[src/rtl/fs_rx_byte_fifo.sv]
// fs_rx_byte_fifo: elastic byte buffer between the fast-serial deserialiser and
// an Avalon-ST ready/valid sink, with sticky overflow and saturating drop count.
// Ports:
//   i_clk, i_rst_n (async, active-low)
//   i_data, i_valid          write side (strobe, no backpressure)
//   o_data, o_valid, i_ready Avalon-ST source
//   o_level                  bytes held, 0..CAP
//   o_overflow, o_drop_count sticky drop flag and saturating count
//   i_clr_overflow           clears flag, count and peak level
//   o_hwm                    peak level since clear (macro FSRX_FIFO_HWM_EN,
//                            otherwise tied to 0)
module fs_rx_byte_fifo #(
    parameter int DEPTH_LOG2 = 4,
    parameter int DATA_W     = 8,
    parameter int DROP_W     = 16
) (
    input  logic                  i_clk,
    input  logic                  i_rst_n,
    input  logic [DATA_W-1:0]     i_data,
    input  logic                  i_valid,
    output logic [DATA_W-1:0]     o_data,
    output logic                  o_valid,
    input  logic                  i_ready,
    output logic [DEPTH_LOG2:0]   o_level,
    output logic                  o_overflow,
    input  logic                  i_clr_overflow,
    output logic [DROP_W-1:0]     o_drop_count,
    output logic [DEPTH_LOG2:0]   o_hwm
);

    localparam int LW = DEPTH_LOG2 + 1;
    localparam int CAP = 1 << DEPTH_LOG2;
    localparam logic [LW-1:0] CAP_L = LW'(CAP);

    typedef enum logic [1:0] {
        EMPTY,
        NONEMPTY,
        FULL
    } occ_e;

    logic [DATA_W-1:0]     mem_q [CAP];
    logic [DEPTH_LOG2-1:0] wptr_q, wptr_d;
    logic [DEPTH_LOG2-1:0] rptr_q, rptr_d;
    logic [LW-1:0]         level_q, level_d;
    logic                  ovf_q, ovf_d;
    logic [DROP_W-1:0]     drop_q, drop_d;
    occ_e                  occ;
    logic                  pop, push, drop;

    // Occupancy state is a pure function of the level register.
    always_comb begin
        occ = NONEMPTY;
        if (level_q == '0)
            occ = EMPTY;
        else if (level_q == CAP_L)
            occ = FULL;
    end

    assign o_valid = (occ != EMPTY);
    assign pop     = o_valid && i_ready;
    // When full, the freed output slot takes the byte in the same cycle.
    assign push    = i_valid && ((occ != FULL) || pop);
    assign drop    = i_valid && !push;

    always_comb begin
        wptr_d  = wptr_q;
        rptr_d  = rptr_q;
        level_d = level_q;
        if (push)
            wptr_d = wptr_q + 1'b1;
        if (pop)
            rptr_d = rptr_q + 1'b1;
        if (push && !pop)
            level_d = level_q + 1'b1;
        else if (pop && !push)
            level_d = level_q - 1'b1;
    end

    // A drop in the clear cycle is counted after the clear.
    always_comb begin
        ovf_d  = ovf_q;
        drop_d = drop_q;
        if (i_clr_overflow) begin
            ovf_d  = 1'b0;
            drop_d = '0;
        end
        if (drop) begin
            ovf_d = 1'b1;
            if (i_clr_overflow)
                drop_d = DROP_W'(1);
            else if (drop_q != '1)
                drop_d = drop_q + 1'b1;
        end
    end

    always_ff @(posedge i_clk or negedge i_rst_n) begin
        if (!i_rst_n) begin
            wptr_q  <= '0;
            rptr_q  <= '0;
            level_q <= '0;
            ovf_q   <= 1'b0;
            drop_q  <= '0;
        end else begin
            wptr_q  <= wptr_d;
            rptr_q  <= rptr_d;
            level_q <= level_d;
            ovf_q   <= ovf_d;
            drop_q  <= drop_d;
        end
    end

    // Storage needs no reset: only slots between the pointers are ever read.
    always_ff @(posedge i_clk) begin
        if (push)
            mem_q[wptr_q] <= i_data;
    end

    // Head slot is not overwritten while valid, so o_data holds under stall.
    assign o_data       = o_valid ? mem_q[rptr_q] : '0;
    assign o_level      = level_q;
    assign o_overflow   = ovf_q;
    assign o_drop_count = drop_q;

`ifdef FSRX_FIFO_HWM_EN
    logic [LW-1:0] hwm_q, hwm_d;

    always_comb begin
        hwm_d = hwm_q;
        if (i_clr_overflow || (level_d > hwm_q))
            hwm_d = level_d;
    end

    always_ff @(posedge i_clk or negedge i_rst_n) begin
        if (!i_rst_n)
            hwm_q <= '0;
        else
            hwm_q <= hwm_d;
    end

    assign o_hwm = hwm_q;
`else
    assign o_hwm = '0;
`endif

endmodule

[config.mk]
export PLATFORM = sky130hd
export DESIGN_NAME = fs_rx_byte_fifo
export DESIGN_NICKNAME = d
export VERILOG_FILES = /design/src/rtl/fs_rx_byte_fifo.sv
export SDC_FILE = /design/constraint.sdc
export NUM_CORES = 1
export LEC_CHECK = 0
export ABC_AREA = 0
export CAP_MARGIN = 20
export CORE_MARGIN = 4
export CORE_UTILIZATION = 55
export CTS_BUF_LIST = sky130_fd_sc_hd__clkbuf_2 sky130_fd_sc_hd__clkbuf_4 sky130_fd_sc_hd__clkbuf_8
export CTS_CLUSTER_SIZE = 25
export DETAILED_ROUTE_END_ITERATION = 12
export GPL_TIMING_DRIVEN = 1
export HOLD_SLACK_MARGIN = 0.02
export PLACE_DENSITY_LB_ADDON = 0.2
export SYNTH_ARGS = -nofsm -noshare
export SYNTH_HDL_FRONTEND = slang
export SYNTH_SLANG_ARGS = --single-unit
[constraint.sdc]
create_clock -name i_clk -period 3.73 [get_ports i_clk]
set_input_delay 0.373 -clock i_clk [delete_from_list [all_inputs] [get_ports i_clk]]
set_output_delay 0.373 -clock i_clk [all_outputs]
set_load 0.005 [all_outputs]
==> results_dict.tcl, run 1 <==
set metrics [dict create \
    maxSlewViolCount 0 \
    drt_pass1_iterations 6 \
    cts_buffers 17 \
    vias 3639 \
    drt_iter0_markers 259 \
    cts_buffer_depth 2 \
    end_kind "output pin" \
    cts_tree "built" \
    synth_cell_types 49 \
    cap_viol_max_count 0 \
    clock-sinks 158 \
    ir_drop_mv 0.4104 \
    syn_to_final_growth_pct 16.43 \
    grt_max_degree 33 \
    cpMaxStageDelayCell "dfrtp_2" \
    seq_area_frac_synth_pct 68.47 \
    start_kind "register" \
    fin_skew_ns 0.006967 \
    synth_cells 391 \
    slew_headroom_pct 35.41 \
    period_needed_ns 3.186 \
    postCtsHoldBufs 0 \
    core_area_sq_mm 0.01196 \
    status "completed" \
    port_buffers 43 \
    viasPerCell 6.025 \
    io_pins 49 \
    worstMarginPinSlew_ns 0.9689 \
    netlist_area_sq_mm 0.006710 \
    post-route-util_pct 65.31 \
    gp_congestion 0.8003 \
    placedCellCount 572 \
    cp_num_buf_inv 2 \
    dieHeight_um 118.5 \
    post_cts_buffers 0 \
    crit_chain "buf_4 -> mux4_2 -> mux2i_1 -> o22ai_1 -> clkdlybuf4s50_1" \
    dp_hpwl_um 8338 \
    worstPathRequired_ns 3.36 \
    clock-root-buffer "clkbuf_8" \
    grt_first_pass_wirelength_um 20620 \
    placementRows 40 \
    pre_cts_ws_ns 0.6437 \
    powerDensity_mw_per_mm2 701.7 \
    gr-total-overflow 0 \
    cp_max_fo 15 \
    stdcell_count 604 \
    critPathTopFamily "buffers and inverters" \
    ys_warn_count 0 \
    rsz0062_at_grt "false" \
    async_flop_share_pct 18.99 \
    holdWs_ns 0.1797 \
    clk_pin_slew_ns 0.08 \
    avgSynthCellArea_sq_um 17.16 \
    cp_slowest_stage_delay_ns 0.73 \
    grtUsageTotal_pct 19.57 \
    die_w_um 118.5 \
    cp.arrival_ns 2.81 \
    min_path_type "in2async" \
    grt_antenna_before_repair 0 \
    period_share_pct 85.42 \
    setup_violations 0 \
    start_util_pct 56.10 \
    nets 468 \
    cts_resized 0 \
    leakagePower_nw 2.672 \
    ant_nets 0 \
    fin_ws_ns 0.5440 \
    die-area_sq_mm 0.01403 \
    ys_seq_elements 158 \
    n_antenna_cell 0 \
    drc_errors 0 \
    final_hold_viol_count 0 \
    drive_above_1_share_pct 19.04 \
    max_freq_mhz 313.9 \
    cts_htree_levels 4 \
    postRouteWirelength_um 12890 \
    path_class "reg2out" \
    synthFlopType "edfxtp_1" \
    wl_per_cell_um 21.34 \
    fin_setup_tns_ns 0 \
    grt_pass1_vias 3758 \
    clk_latency_ns 0.44 \
    synth_edf_count 128 \
]
==> stage by stage <==
| step | total power, mW | area [sq um] |
|---|---|---|
| after floorplan | 3.393 | 6725 |
| after global placement | 4.012 | 7327 |
| after detailed placement | 4.056 | 7327 |
| after CTS | 5.527 | 7812 |
| after global routing | 5.750 | 7812 |
| final | 5.482 | 7812 |
==> flip-flops by register name, indices dropped and copies added (netlist names) <==
| register | flops |
|---|---|
| wptr_q | 4 |
| o_overflow | 1 |
| rptr_q | 4 |
| o_drop_count | 16 |
| mem_q | 128 |
| o_level | 5 |
==> final timing paths <==
| path | startpoint | end | slack [ns] | cells after the start |
|---|---|---|---|---|
| setup / recovery | rptr_q[0]$_DFFE_PN0P_ | o_data[1] | 0.54 | 5 |
| hold / removal | i_rst_n | rptr_q[1]$_DFFE_PN0P_ | 0.18 | 1 |
| setup reg to reg | o_level[0]$_DFFE_PN0P_ | o_level[4]$_DFFE_PN0P_ | 0.63 | 10 |
| hold reg to reg | o_overflow$_DFFE_PN0P_ | o_overflow$_DFFE_PN0P_ | 0.51 | 1 |
| max in group asynchronous | i_rst_n | o_drop_count[6]$_DFF_PN0_ | 2.92 | 2 |
| min in group i_clk | o_overflow$_DFFE_PN0P_ | o_overflow$_DFFE_PN0P_ | 0.51 | 1 |
==> routing by layer <==
metal  vias to the layer above  global-route usage [%]  part of all wire [%]
li1                       1667                       -                     -
met1                      1862                   25.72                    42
met2                       101                   32.51                    52
met3                         9                   4.450                   5.2
met4                         0                   6.734                  0.94
met5                         -                       0                     0
==> logic make-up (layout without fill, tap and decap cells) <==
group                    Yosys count  after routing  share of synthesized area [%]
other                              1              5                        0.05589
multiplexers                      52             52                          13.76
AND/OR/NAND/NOR                   76             76                          7.104
XOR/XNOR                          10             10                          1.305
AO/OA/AOI/OAI                     49             49                          4.643
adder cells (fa/ha/maj)           11             11                          2.163
buffers and inverters             34             96                          2.499
flip-flops                       158            158                          68.47
==> cells in the mapped netlist (all sizes together), types with 9 or more instances <==
cell	n	share of area, %
mux4	32	11
and2	10	0.93
nand3	9	0.67
a21oi	15	1.1
buf	16	1.5
nand2	10	0.60
inv	11	0.62
dfrtp	30	11
nor2	9	0.50
edfxtp	128	57
mux2i	18	2.7
or4	11	1.2
ha	10	1.9
o31ai	9	1.0
==> final cells by class <==
type                            instances  area [sq um]
Sequential cell                       158          4596
Fill cell                             848          4149
Multi-Input combinational cell        203          1988
Timing Repair Buffer                   53         518.0
Clock buffer                           23         304.0
Tap cell                              147         183.9
Clock inverter                          9         181.4
Inverter                               11         41.29
==> where the power goes <==
part           internal, mW  total, mW  switching, mW  leakage [nW]
clock                 0.885       1.49          0.602         0.235
combinational         0.889       1.63          0.737         0.890
sequential             2.12       2.37          0.245          1.55
==> cells in the final DEF, fill, tap and decap left out, drive strengths merged, types with 2 or more instances in the layout <==
master	count
edfxtp	128
clkdlybuf4s50	43
mux4	32
dfrtp	30
clkbuf	23
mux2i	18
a21oi	15
or4	11
inv	11
and2	10
ha	10
nand2	10
buf	10
nand3	9
o31ai	9
nor2	9
o22ai	8
xnor2	8
nand4	8
o21ai	8
nor4	6
conb	5
bufinv	5
and4	3
nor3b	3
a21o	3
clkinvlp	3
nand2b	2
mux2	2
xor2	2
Note: power is estimated with default switching activity, not from simulation.
==> run 2: changes to the inputs <==
Settings changed: CAP_MARGIN 20 to not set.
==> results of run 2 <==
Same layout as run 1: the final DEF is identical, and so are final timing and power.
==> patch (settings of run 1) <==
`DROP_W`: 16 -> 32.
--- a/src/rtl/fs_rx_byte_fifo.sv
+++ b/src/rtl/fs_rx_byte_fifo.sv
@@ -13,5 +13,5 @@
     parameter int DEPTH_LOG2 = 4,
     parameter int DATA_W     = 8,
-    parameter int DROP_W     = 16
+    parameter int DROP_W     = 32
 ) (
     input  logic                  i_clk,
Ports: changed (resized o_drop_count); port bits go from 49 to 65. The function was not compared with the original's and may differ.
==> patch against run 1 <==
- setup slack worse by 0.20 ns
- power is 0.61% lower
- design area is 14% higher
- sequential cell count is 16 higher
- worst hold slack better by 0.14 ns
- cell count is 25% higher
- wire length is 24% higher
- clock power is 15% lower
- global-route usage is 1.6 points higher
- via count is 27% higher
- synthesized area is 14% higher
- critical endpoint is now o_data[5]
- largest cell class unchanged
==> patch: results (changes against run 1) <==
.. list-table::
   :header-rows: 1

   * - Metric
     - Value
   * - Final Cycle Share
     - 0.9087 (was 0.8542)
   * - Largest fanout of any net on the critical path
     - 12 (was 15)
   * - Clock latency at the later pin of the worst-skew pair
     - 0.46 ns (was 0.44 ns)
   * - IO Port Bufs
     - 59 (was 43)
   * - Placer congestion estimate
     - 0.7986 (was 0.8003)
   * - Leak
     - 3.059 nW (was 2.672 nW)
   * - Worst Tran Pin Value
     - 1.110 ns (was 0.9689 ns)
   * - Area fraction in compound gates after synthesis
     - 0.04283 (was 0.04643)
   * - Filler cells
     - 943 (was 848)
   * - Largest net degree at the start of global routing
     - 47 (was 33)
   * - Number of instances in the synthesized netlist
     - 490 (was 391)
   * - Drt pass-1 iters
     - 5 (was 6)
   * - Number of vias after detailed routing
     - 4628 (was 3639)
   * - Final WL
     - 15.93 mm (was 12.89 mm)
   * - Routed length on met2
     - 7.619 mm (was 6.690 mm)
   * - Area share of fa/ha/maj cells after synthesis
     - 0.01896 (was 0.02163)
   * - Count of placed standard cells including taps
     - 722 (was 572)
   * - Worst path max stage delay
     - 0.61 ns (was 0.73 ns)
   * - Drt first-iter violations
     - 412 (was 259)
   * - Synth top cells by count
     - edfxtp_1 (128), dfrtp_1 (46), mux4_2 (40) (was edfxtp_1 (128), mux4_2 (32), dfrtp_1 (30))
   * - Detail Route met3 WL
     - 1.020 mm (was 668 um)
   * - Xor and xnor fraction of the mapped netlist area
     - 0.02518 (was 0.01305)
   * - Yosys cell types
     - 50 (was 49)
   * - DRT met1 WL
     - 7.022 mm (was 5.410 mm)
   * - Outcome
     - finished, final reports clean (unchanged)
   * - First-pass GRT wire length
     - 25.52 mm (was 20.62 mm)
   * - Worst setup slack for register-to-register paths
     - 0.59 ns (was 0.63 ns)
   * - Total routing usage reported by global routing
     - 0.2112 (was 0.1957)
   * - Post-detailed-placement cell area
     - 8523 sq um (was 7327 sq um)
   * - Worst-case hold slack
     - 0.3164 ns (was 0.1797 ns)
   * - Fraction of registers with async set/reset
     - 0.2644 (was 0.1899)
   * - Share of post-route cells with drive strength above 1
     - 0.1948 (was 0.1904)
   * - Routed wire length per instance
     - 21.06 um (was 21.34 um)
   * - Met2 usage in global routing
     - 0.3202 (was 0.3251)
==> patch: cell count changes after synthesis, sizes merged, moves of 10 or more <==
cell and change:
dfrtp +16, mux2i -18, nand3 +10, xnor2 +13, nand2 +12, nor2 +14
==> patch: power by group <==
part	switching (mW)	leakage [nW]	internal, mW	total [mW]
Combinational	0.705	1.09	0.959	1.66
Sequential	0.223	1.77	2.29	2.52
Clock	0.666	0.197	0.602	1.27
==> patch: final cells by class <==
| type | instances | area [sq um] | area share |
|---|---|---|---|
| Inverter | 15 | 56.30 | 0.006302 |
| Multi-Input combinational cell | 279 | 2510 | 0.2809 |
| Sequential cell | 174 | 4996 | 0.5592 |
| Tap cell | 176 | 220.2 | 0.02465 |
| Clock buffer | 18 | 241.5 | 0.02703 |
| Timing Repair Buffer | 80 | 770.7 | 0.08626 |
| Clock inverter | 14 | 140.1 | 0.01568 |
==> patch: repair_timing <==
action,4_1_cts,5_1_grt
hold buffers,0,1
hold endpoints to repair,0,10
endpoints found under the setup margin,0,0
